### src/rtl/fd_skid_reg.sv
// Fetch-to-decode boundary register with a two-entry skid buffer.
// F_ready depends only on the state register, so decode stall never reaches fetch PC_en combinationally.
module fd_skid_reg #(
  parameter int          CNT_W = 16,
  parameter logic [31:0] NOP   = 32'h00000000
) (
  input  logic             clk,
  input  logic             reset,
  input  logic             flush,
  input  logic             F_valid,
  input  logic [31:0]      F_Instr,
  input  logic [31:0]      F_PC,
  input  logic [31:0]      F_PCplus8,
  output logic             F_ready,
  input  logic             D_stall,
  output logic             D_valid,
  output logic [31:0]      D_Instr,
  output logic [31:0]      D_PC,
  output logic [31:0]      D_PCplus8,
  output logic [CNT_W-1:0] stall_cnt
);

  typedef struct packed {
    logic [31:0] instr;
    logic [31:0] pc;
    logic [31:0] pcp8;
  } entry_t;

  typedef enum logic [1:0] {EMPTY, ONE, FULL} state_t;

  state_t           r_state, w_state_nx;
  entry_t           r_main, r_skid, w_in;
  logic [CNT_W-1:0] r_cnt;
  logic             w_accept, w_consume;
  logic             w_ld_main_in, w_ld_main_skid, w_ld_skid;

  assign w_in      = '{instr: F_Instr, pc: F_PC, pcp8: F_PCplus8};
  assign F_ready   = (r_state != FULL);
  assign D_valid   = (r_state != EMPTY);
  assign w_accept  = F_valid & F_ready;
  assign w_consume = D_valid & ~D_stall;

  always_ff @(posedge clk or posedge reset) begin
    if (reset) r_state <= EMPTY;
    else       r_state <= w_state_nx;
  end

  always_comb begin
    w_state_nx     = r_state;
    w_ld_main_in   = 1'b0;
    w_ld_main_skid = 1'b0;
    w_ld_skid      = 1'b0;
    if (flush) begin
      w_state_nx = EMPTY;
    end else begin
      case (r_state)
        EMPTY: if (w_accept) begin
          w_ld_main_in = 1'b1;
          w_state_nx   = ONE;
        end
        ONE: begin
          if (w_consume && w_accept) begin
            w_ld_main_in = 1'b1;
          end else if (w_consume) begin
            w_state_nx = EMPTY;
          end else if (w_accept) begin
            w_ld_skid  = 1'b1;
            w_state_nx = FULL;
          end
        end
        FULL: if (w_consume) begin
          w_ld_main_skid = 1'b1;
          w_state_nx     = ONE;
        end
        default: w_state_nx = EMPTY;
      endcase
    end
  end

  // Flush only scrubs the instruction words; stale PCs are harmless once invalid.
  always_ff @(posedge clk or posedge reset) begin
    if (reset) begin
      r_main <= '0;
      r_skid <= '0;
    end else if (flush) begin
      r_main.instr <= NOP;
      r_skid.instr <= NOP;
    end else begin
      if (w_ld_main_in)        r_main <= w_in;
      else if (w_ld_main_skid) r_main <= r_skid;
      if (w_ld_skid)           r_skid <= w_in;
    end
  end

  always_ff @(posedge clk or posedge reset) begin
    if (reset)                             r_cnt <= '0;
    else if (D_valid && D_stall && !(&r_cnt)) r_cnt <= r_cnt + {{(CNT_W-1){1'b0}}, 1'b1};
  end

  assign D_Instr   = D_valid ? r_main.instr : NOP;
  assign D_PC      = r_main.pc;
  assign D_PCplus8 = r_main.pcp8;
  assign stall_cnt = r_cnt;

endmodule

### config.mk
export PLATFORM = sky130hd
export DESIGN_NAME = fd_skid_reg
export DESIGN_NICKNAME = d
export VERILOG_FILES = /design/src/rtl/fd_skid_reg.sv
export SDC_FILE = /design/constraint.sdc
export NUM_CORES = 1
export LEC_CHECK = 0
export CAP_MARGIN = 25
export CORE_MARGIN = 3
export CORE_UTILIZATION = 46
export DETAILED_ROUTE_END_ITERATION = 10
export PLACE_DENSITY = 0.77
export SLEW_MARGIN = 30
export SYNTH_ARGS = -nofsm -noshare
export SYNTH_HDL_FRONTEND = slang
export SYNTH_SLANG_ARGS = --single-unit
### constraint.sdc
create_clock -name clk -period 7.65 [get_ports clk]
set_input_delay 1.53 -clock clk [delete_from_list [all_inputs] [get_ports clk]]
set_output_delay 1.53 -clock clk [all_outputs]
set_load 0.1 [all_outputs]
=== Word level (Yosys, flattened, before mapping) ===
Index checks and enable logic that the tools add are counted.

* Register bits after elaboration: 210
* Input port bits: 101
* Output and inout port bits: 114
* Logic and storage cells: 57

* $add $sub $neg: 1
* Equal/unequal tests: 7
* Mux-type cells: 24
* Bitwise gates (word level): 4
* Reductions and logical operators: 13

{| class="wikitable"
|+ Operator list
! operator !! count
|-
| 96-bit 2-to-1 mux || 3
|-
| 32-bit 2-to-1 mux || 3
|-
| 16-bit by 1-bit adder with 16-bit output (second input constant) || 1
|-
| 16-bit AND reduction || 1
|-
| 2-bit 2-to-1 mux || 6
|-
| 1-bit 2-to-1 mux || 10
|-
| 3-bit != test (second input constant) || 3
|-
| 2-bit one-hot mux with 3 select lines || 1
|-
| 2-bit nonzero test || 3
|-
| 4-bit != test (second input constant) || 1
|-
| 2-bit AND reduction || 2
|-
| 4-bit AND reduction || 1
|-
| 1-bit logical AND || 3
|-
| 3-bit nonzero test || 1
|-
| 1-bit AND || 2
|-
| 2-bit by 1-bit == test with 1-bit output (second input constant) || 1
|-
| 2-bit == test (second input constant) || 1
|-
| 2-bit zero test || 1
|-
| 2-bit != test (second input constant) || 1
|-
| 1-bit NOT || 2
|-
| 1-bit one-hot mux with 2 select lines || 1
|-
| 1-bit zero test || 1
|}

=== Longest topological paths before layout ===
Gate-level depths: netlist of run 1.

* Word-level depth: 9
* Gate-level depth with buffers: 6

=== Least setup slack after synthesis of run 1 ===
No wires, ideal clock.

* Path kind: reg2out
* Start: register r_state[1]
* End: output D_Instr[10]
* Arrival: 2.088 ns
* Data required time: 6.120 ns
* Path slack: 4.032 ns
* Stages on the path, launching flop included: 4
* Cells stage by stage: dfrtp_1 -> nor2_1 -> clkbuf_1 -> nor2b_1

* Word-level cells in the longest chain between the ends: 2

{| class="wikitable"
|+ Ends and longest elaborated chain
! element !! line !! source
|-
| from (decl) || 31 || <nowiki>state_t r_state, w_state_nx;</nowiki>
|-
| from (signal assigned) || 45 || <nowiki>else r_state <= w_state_nx;</nowiki>
|-
| 2-bit nonzero test || 39 || <nowiki>assign D_valid = (r_state != EMPTY);</nowiki>
|-
| 32-bit 2-to-1 mux || 100 || <nowiki>assign D_Instr = D_valid ? r_main.instr : NOP;</nowiki>
|-
| to (decl) || 17 || <nowiki>output logic [31:0] D_Instr,</nowiki>
|}

No other way between the ends.

=== Final worst setup path of run 1 ===
* Start: register r_state[0]
* End: output D_Instr[7]

Same word-level chain as after synthesis.

==> results of run 1 <==
-- routing by layer --
| metal | vias up | part of all wire [%] | track usage, % |
|---|---|---|---|
| met4 | 0 | 1.2 | 3.202 |
| met2 | 213 | 48 | 30.89 |
| met3 | 23 | 7.4 | 4.545 |
| met1 | 3280 | 43 | 26.50 |
| li1 | 3112 | - | - |
| met5 | - | 0 | 0 |
-- logic make-up (layout without fill, tap and decap cells) --
logic type	Yosys count	after routing
compound gates	205	205
xor+xnor	10	10
fa+ha+maj	1	1
buf+inv	123	271
flops	210	210
mux	100	100
simple gates	176	176
-- final timing paths --
| path | from | end | slack [ns] | cells after the start |
|---|---|---|---|---|
| min in group asynchronous | reset | stall_cnt[14] | 1.53 | 2 |
| worst max-delay path | r_state[0] | D_Instr[7] | 3.41 | 4 |
| max in group asynchronous | reset | r_skid[31] | 4.98 | 3 |
| worst max register to register | r_state[0] | r_main[64] | 4.90 | 6 |
| worst min-delay path | D_PCplus8[14] | D_PCplus8[14] | 0.47 | 1 |
| worst min register to register | D_PCplus8[14] | D_PCplus8[14] | 0.47 | 1 |
-- final cells by class --
type / count / area [µm²] / area share [%]
timing repair buffer: 225 / 2213 / 18.16
tap: 270 / 337.8 / 2.771
clock buffer: 34 / 686.9 / 5.635
inverter: 4 / 27.53 / 0.2258
multi-input combinational: 492 / 3576 / 29.33
sequential: 210 / 5255 / 43.11
clock inverter: 8 / 93.84 / 0.7698
-- Yosys cell counts, types with 4 or more instances --
| library cell | count | area share (%) |
|---|---|---|
| a211oi_1 | 34 | 2.7 |
| a21o_1 | 64 | 5.0 |
| a21oi_1 | 35 | 1.8 |
| a22o_1 | 64 | 5.9 |
| buf_2 | 14 | 0.73 |
| buf_4 | 72 | 5.7 |
| clkbuf_1 | 30 | 1.2 |
| dfrtp_1 | 210 | 55 |
| inv_1 | 4 | 0.16 |
| mux2_1 | 4 | 0.47 |
| mux2_2 | 62 | 7.3 |
| mux2i_1 | 34 | 3.6 |
| nand2_1 | 73 | 2.9 |
| nand3_1 | 4 | 0.21 |
| nand4_1 | 4 | 0.26 |
| nor2_1 | 41 | 1.6 |
| nor2b_1 | 33 | 2.2 |
| nor4_1 | 6 | 0.39 |
| xor2_1 | 10 | 0.92 |
-- registers in the layout (all words and copies together), names as in the netlist --
register,cells
r_skid,96
r_main,32
stall_cnt,16
D_PC,32
r_state,2
D_PCplus8,32
-- power breakdown --
group          internal, mW  total, mW  switching, mW  leakage, nW
Clock                 0.688       1.12          0.436        0.391
Combinational         0.331       1.12          0.789         2.35
Sequential             1.30       1.42          0.116         2.68
Total                  2.32       3.66           1.34         5.42
-- cell usage in the layout, fill, tap and decap left out, drive strengths merged --
| cell type | instances |
|---|---|
| clkbuf | 34 |
| o21a | 1 |
| nor4 | 6 |
| nand2 | 73 |
| a41oi | 3 |
| inv | 4 |
| clkinv | 6 |
| o21ai | 2 |
| clkdlybuf4s50 | 211 |
| o22a | 1 |
| a31oi | 1 |
| nor4b | 1 |
| a211oi | 34 |
| dfrtp | 210 |
| xor2 | 10 |
| buf | 14 |
| and2 | 2 |
| or2 | 1 |
| ha | 1 |
| nor2b | 33 |
| nand4 | 5 |
| nor3 | 4 |
| nor2 | 42 |
| a21o | 64 |
| mux2 | 66 |
| or4 | 1 |
| nand2b | 2 |
| nor3b | 1 |
| nand3 | 4 |
| a21oi | 35 |
| a22o | 64 |
| and4 | 1 |
| bufinv | 2 |
| mux2i | 34 |
==> results.json, run 1 <==
{
  "status": "complete, no violations",
  "die_w_um": 150.1,
  "avgRoutedWirePerCell_um": 17.50,
  "totalPowerFinal_mw": 3.659,
  "period_needed_ns": 4.243,
  "hold_viol": 0,
  "synth_top_family_by_area": "compound AO/OA/AOI/OAI gates",
  "postSynthCellCount": 825,
  "setup_ws_ns": 3.407,
  "min_path_type": "reg -> reg",
  "clk_pin_slew_ns": 0.06,
  "synth-xor-area-share_pct": 0.9170,
  "end_kind": "output pin",
  "num_io_pins": 215,
  "totalNegativeSetupSlack_ns": 0,
  "synth_ff_type": "dfrtp_1",
  "dp.cells": 1201,
  "whs_ns": 0.4726,
  "vias_per_cell": 5.332,
  "p_per_area_nw_per_um2": 300.2,
  "ys_ff_latch": 210,
  "synth_mux_area_share_pct": 11.34,
  "post-cts-setup-buffers": 0,
  "synth_compound_area_share_pct": 16.06,
  "cp.arrival_ns": 2.71,
  "cts_tree": "built",
  "first_iter_violations": 319,
  "ir_worst_vdd_mv": 0.2425,
  "insertion_delay_ns": 0.51,
  "synth_edf_count": 0,
  "ctsHoldBuffers": 0,
  "dp_hpwl_um": 13400,
  "synthArstFlopShare_pct": 100.0,
  "grt_max_degree": 139,
  "clock_tree.root_cell": "clkbuf_16",
  "crit_path_top_delay_cell": "clkdlybuf4s50_1",
  "leakagePower_nw": 5.422,
  "die_area_um2": 22530,
  "synth_nets": 927,
  "cts.path.max_buffers": 3,
  "rows": 52,
  "worstSetupStartpointType": "flop",
  "die_h_um": 150.1,
  "syn_area_per_cell_um2": 11.58,
  "overflow": 0,
  "cp_max_fo": 33,
  "nFillCells": 1654,
  "final_core_util_pct": 60.05,
  "fin_skew_ns": 0.01604,
  "htree_levels": 1,
  "pre_cts_ws_ns": 3.489,
  "postLayoutCellArea_um2": 12190,
  "slew_viol_final": 0,
  "yosysSeqAreaShare_pct": 55.02,
  "required_ns": 6.12,
  "ctsResizeCount": 0,
  "first_pass_iters": 5,
  "drc": 0,
  "rsz0062_at_grt": "false",
  "cts_made_buffers": 23,
  "synth-simple-area-share_pct": 8.685,
  "first_global_vias": 6634,
  "tightest_slew_ns": 1.031,
  "ys_warn_count": 0,
  "initial_core_util_pct": 47.05,
  "finalCritPeriodShare_pct": 55.47,
  "gp_congestion": 0.7783,
  "synth_area_um2": 9552,
  "final_cells": 1243,
  "final_nets": 1058,
  "synthAdderAreaFrac_pct": 0.1310,
  "clock_sinks": 210,
  "maxSlewHeadroom_pct": 31.06,
  "slowest_delay_ns": 1.18,
  "wirelength_um": 21750,
  "cp_cell_sequence": "nor2_2, buf_4, nor2b_1, clkdlybuf4s50_1",
  "coreArea_um2": 20300,
  "grt_usage_pct": 18.98,
  "grt_pass1_wl_um": 34920,
  "path_class": "reg -> out",
  "cp.buffers_inverters": 2,
  "finalSetupViolCount": 0,
  "syn2layout_area_growth_pct": 27.63,
  "ant_nets": 0,
  "placed_area_um2": 11410,
  "path_delay_family": "buffers and inverters",
  "clock.fmax_mhz": 235.7,
  "cap_violations": 0,
  "vias": 6628,
  "n_antenna_cell": 0,
  "port_buffers": 214,
  "antenna_found_initial": 0,
  "yosysUniqueCellTypes": 39,
  "drive_above_1_share_pct": 12.85
}
No activity file was read; power rests on OpenSTA's default activity.
==> inputs of run 2 (changes only) <==
- CORE_UTILIZATION: 46 -> 50
- PLACE_DENSITY: 0.77 -> 0.79
- clock period: 7.65 -> 4.37 ns (I/O delays scaled with it)
==> run 2 against run 1 <==
Routed wire length fell by 1.9%. Largest power group unchanged. Sequential share of layout area down 0.11 points. Highest routed layer is now met5. Clock power increased by 81%. Via count increased by 1.1%. Critical endpoint is now D_Instr[0]. Power up 77%. Hold slack barely moved. Critical path type unchanged.
==> results.json, run 2 (synthesis gave the netlist of run 1 again) <==
{
  "htree_levels": 1,
  "whs_ns": 0.4727,
  "vias_per_cell": 5.569,
  "ctsHoldBuffers": 0,
  "worstHoldPathCells": 1,
  "power_frac_seq_pct": 38.2,
  "largest_reg_flops": 96,
  "finalCritPeriodShare_pct": 82.40,
  "post-cts-setup-buffers": 0,
  "combinationalPowerShare_pct": 30.4,
  "insertion_delay_ns": 0.50,
  "port_buffers": 214,
  "required_ns": 3.50,
  "tightest_slew_ns": 1.026,
  "syn2layout_area_growth_pct": 27.97,
  "cap_violations": 0,
  "power_frac_clock_pct": 31.4,
  "num_io_pins": 215,
  "r2r_slack_ns": 2.11,
  "die_h_um": 144.2,
  "clk_pin_slew_ns": 0.06,
  "first_global_vias": 6720,
  "worstSetupStartpointType": "flop",
  "grt_max_degree": 84,
  "ff2ff_path_depth": 5,
  "end_kind": "output pin",
  "finalSetupViolCount": 0,
  "status": "complete, no violations",
  "switchingPower_mw": 2.340,
  "slew_viol_final": 0,
  "placed_area_um2": 11430,
  "gp_congestion": 0.8142,
  "fin_skew_ns": 0.01023,
  "hold_viol": 0,
  "die_w_um": 144.2,
  "vias": 6699,
  "wirelength_um": 21330,
  "largest_register": "r_skid",
  "cts.path.max_buffers": 3,
  "intPower_mw": 4.133,
  "initial_core_util_pct": 52.11,
  "ir_worst_vdd_mv": 0.9188,
  "maxSlewHeadroom_pct": 31.38,
  "die_area_um2": 20800,
  "avgRoutedWirePerCell_um": 17.73,
  "final_nets": 1061,
  "antenna_found_initial": 1,
  "path_class": "reg -> out",
  "cp_max_fo": 33,
  "first_iter_violations": 335,
  "totalNegativeSetupSlack_ns": 0,
  "leakagePower_nw": 5.446,
  "grt_usage_pct": 20.28,
  "drc": 0,
  "cts_tree": "built",
  "clock_tree.root_cell": "clkbuf_16",
  "cp.arrival_ns": 2.73,
  "p_sw_share_pct": 36.15,
  "ant_nets": 0,
  "overflow": 0,
  "layout_commonest_cell": "clkdlybuf4s50_1",
  "clock.fmax_mhz": 277.7,
  "period_needed_ns": 3.601,
  "n_antenna_cell": 0,
  "clock_sinks": 210,
  "final_cell_mix": "212 x clkdlybuf4s50_1, 210 x dfrtp_1, 73 x nand2_1, 64 x a22o_1, 64 x a21o_1",
  "nFillCells": 1386,
  "coreArea_um2": 18330,
  "ctsResizeCount": 0,
  "min_path_type": "reg -> reg",
  "first_pass_iters": 5,
  "layout.area.seq_um2": 5255,
  "postLayoutCellArea_um2": 12220,
  "dp_hpwl_um": 13390,
  "grt_pass1_wl_um": 34440,
  "cts_made_buffers": 23,
  "multi_input_area_um2": 3576,
  "drive_above_1_share_pct": 12.73,
  "p_per_area_nw_per_um2": 529.6,
  "rows": 49,
  "rsz0062_at_grt": "false"
}
-- run 2: cell count changes in the layout (fill, tap and decap cells not counted), moves of 2 or more --
cell       previous run  this run
clkbuf_8              7         4
buf_2                 3         1
clkinv_2              5         2
buf_12                0         4
bufinv_16             2         4
-- run 2: per-layer routing --
layer,vias up,global-route usage (%),share of wire (%)
li1,3120,-,-
met1,3292,28.40,44
met2,253,31.97,46
met4,2,4.713,1.6
met3,32,5.489,8.7
met5,-,0,0.033
-- run 2: worst paths after layout --
path,endpoint,start
worst max-delay path,D_Instr[0],r_state[1]
worst min-delay path,D_PC[9],D_PC[9]
worst max register to register,D_PCplus8[12],r_state[1]
worst min register to register,D_PC[9],D_PC[9]
max in group asynchronous,r_skid[90],reset
min in group asynchronous,stall_cnt[12],reset
-- run 2: cell type report --
cell class                 count  area share, %
sequential                   210          42.99
clock buffer                  32          5.313
timing repair buffer         228          18.73
clock inverter                 8          1.208
multi-input combinational    492          29.26
inverter                       4         0.1535
tap                          229          2.344
-- run 2: stage by stage --
stage,power [mW],cells,util (%),setup slack [ns]
after floorplan,4.098,825,-,0.7678
after global placement,4.441,1163,62.33,1.296
after detailed placement,4.479,1163,62.33,1.206
after CTS,6.535,1203,66.68,0.7690
after global routing,6.747,1203,66.68,0.6775
final,6.473,1203,66.68,0.7690
-- run 2: critical path: stages (launching register included) --
cell and delay, ns:
dfrtp_1 0.48, nor2_2 0.05, buf_4 0.26, nor2b_1 0.24, clkdlybuf4s50_1 1.19
-- run 2: power by group through the flow --
stage / Combinational [mW] / Sequential [mW] / Clock (mW)
floorplan: 1.48 / 2.62 / 0
global placement: 1.95 / 2.49 / 0
detailed placement: 1.97 / 2.51 / 0
CTS: 1.98 / 2.47 / 2.08
global route: 2.05 / 2.52 / 2.17
finish: 1.97 / 2.48 / 2.03
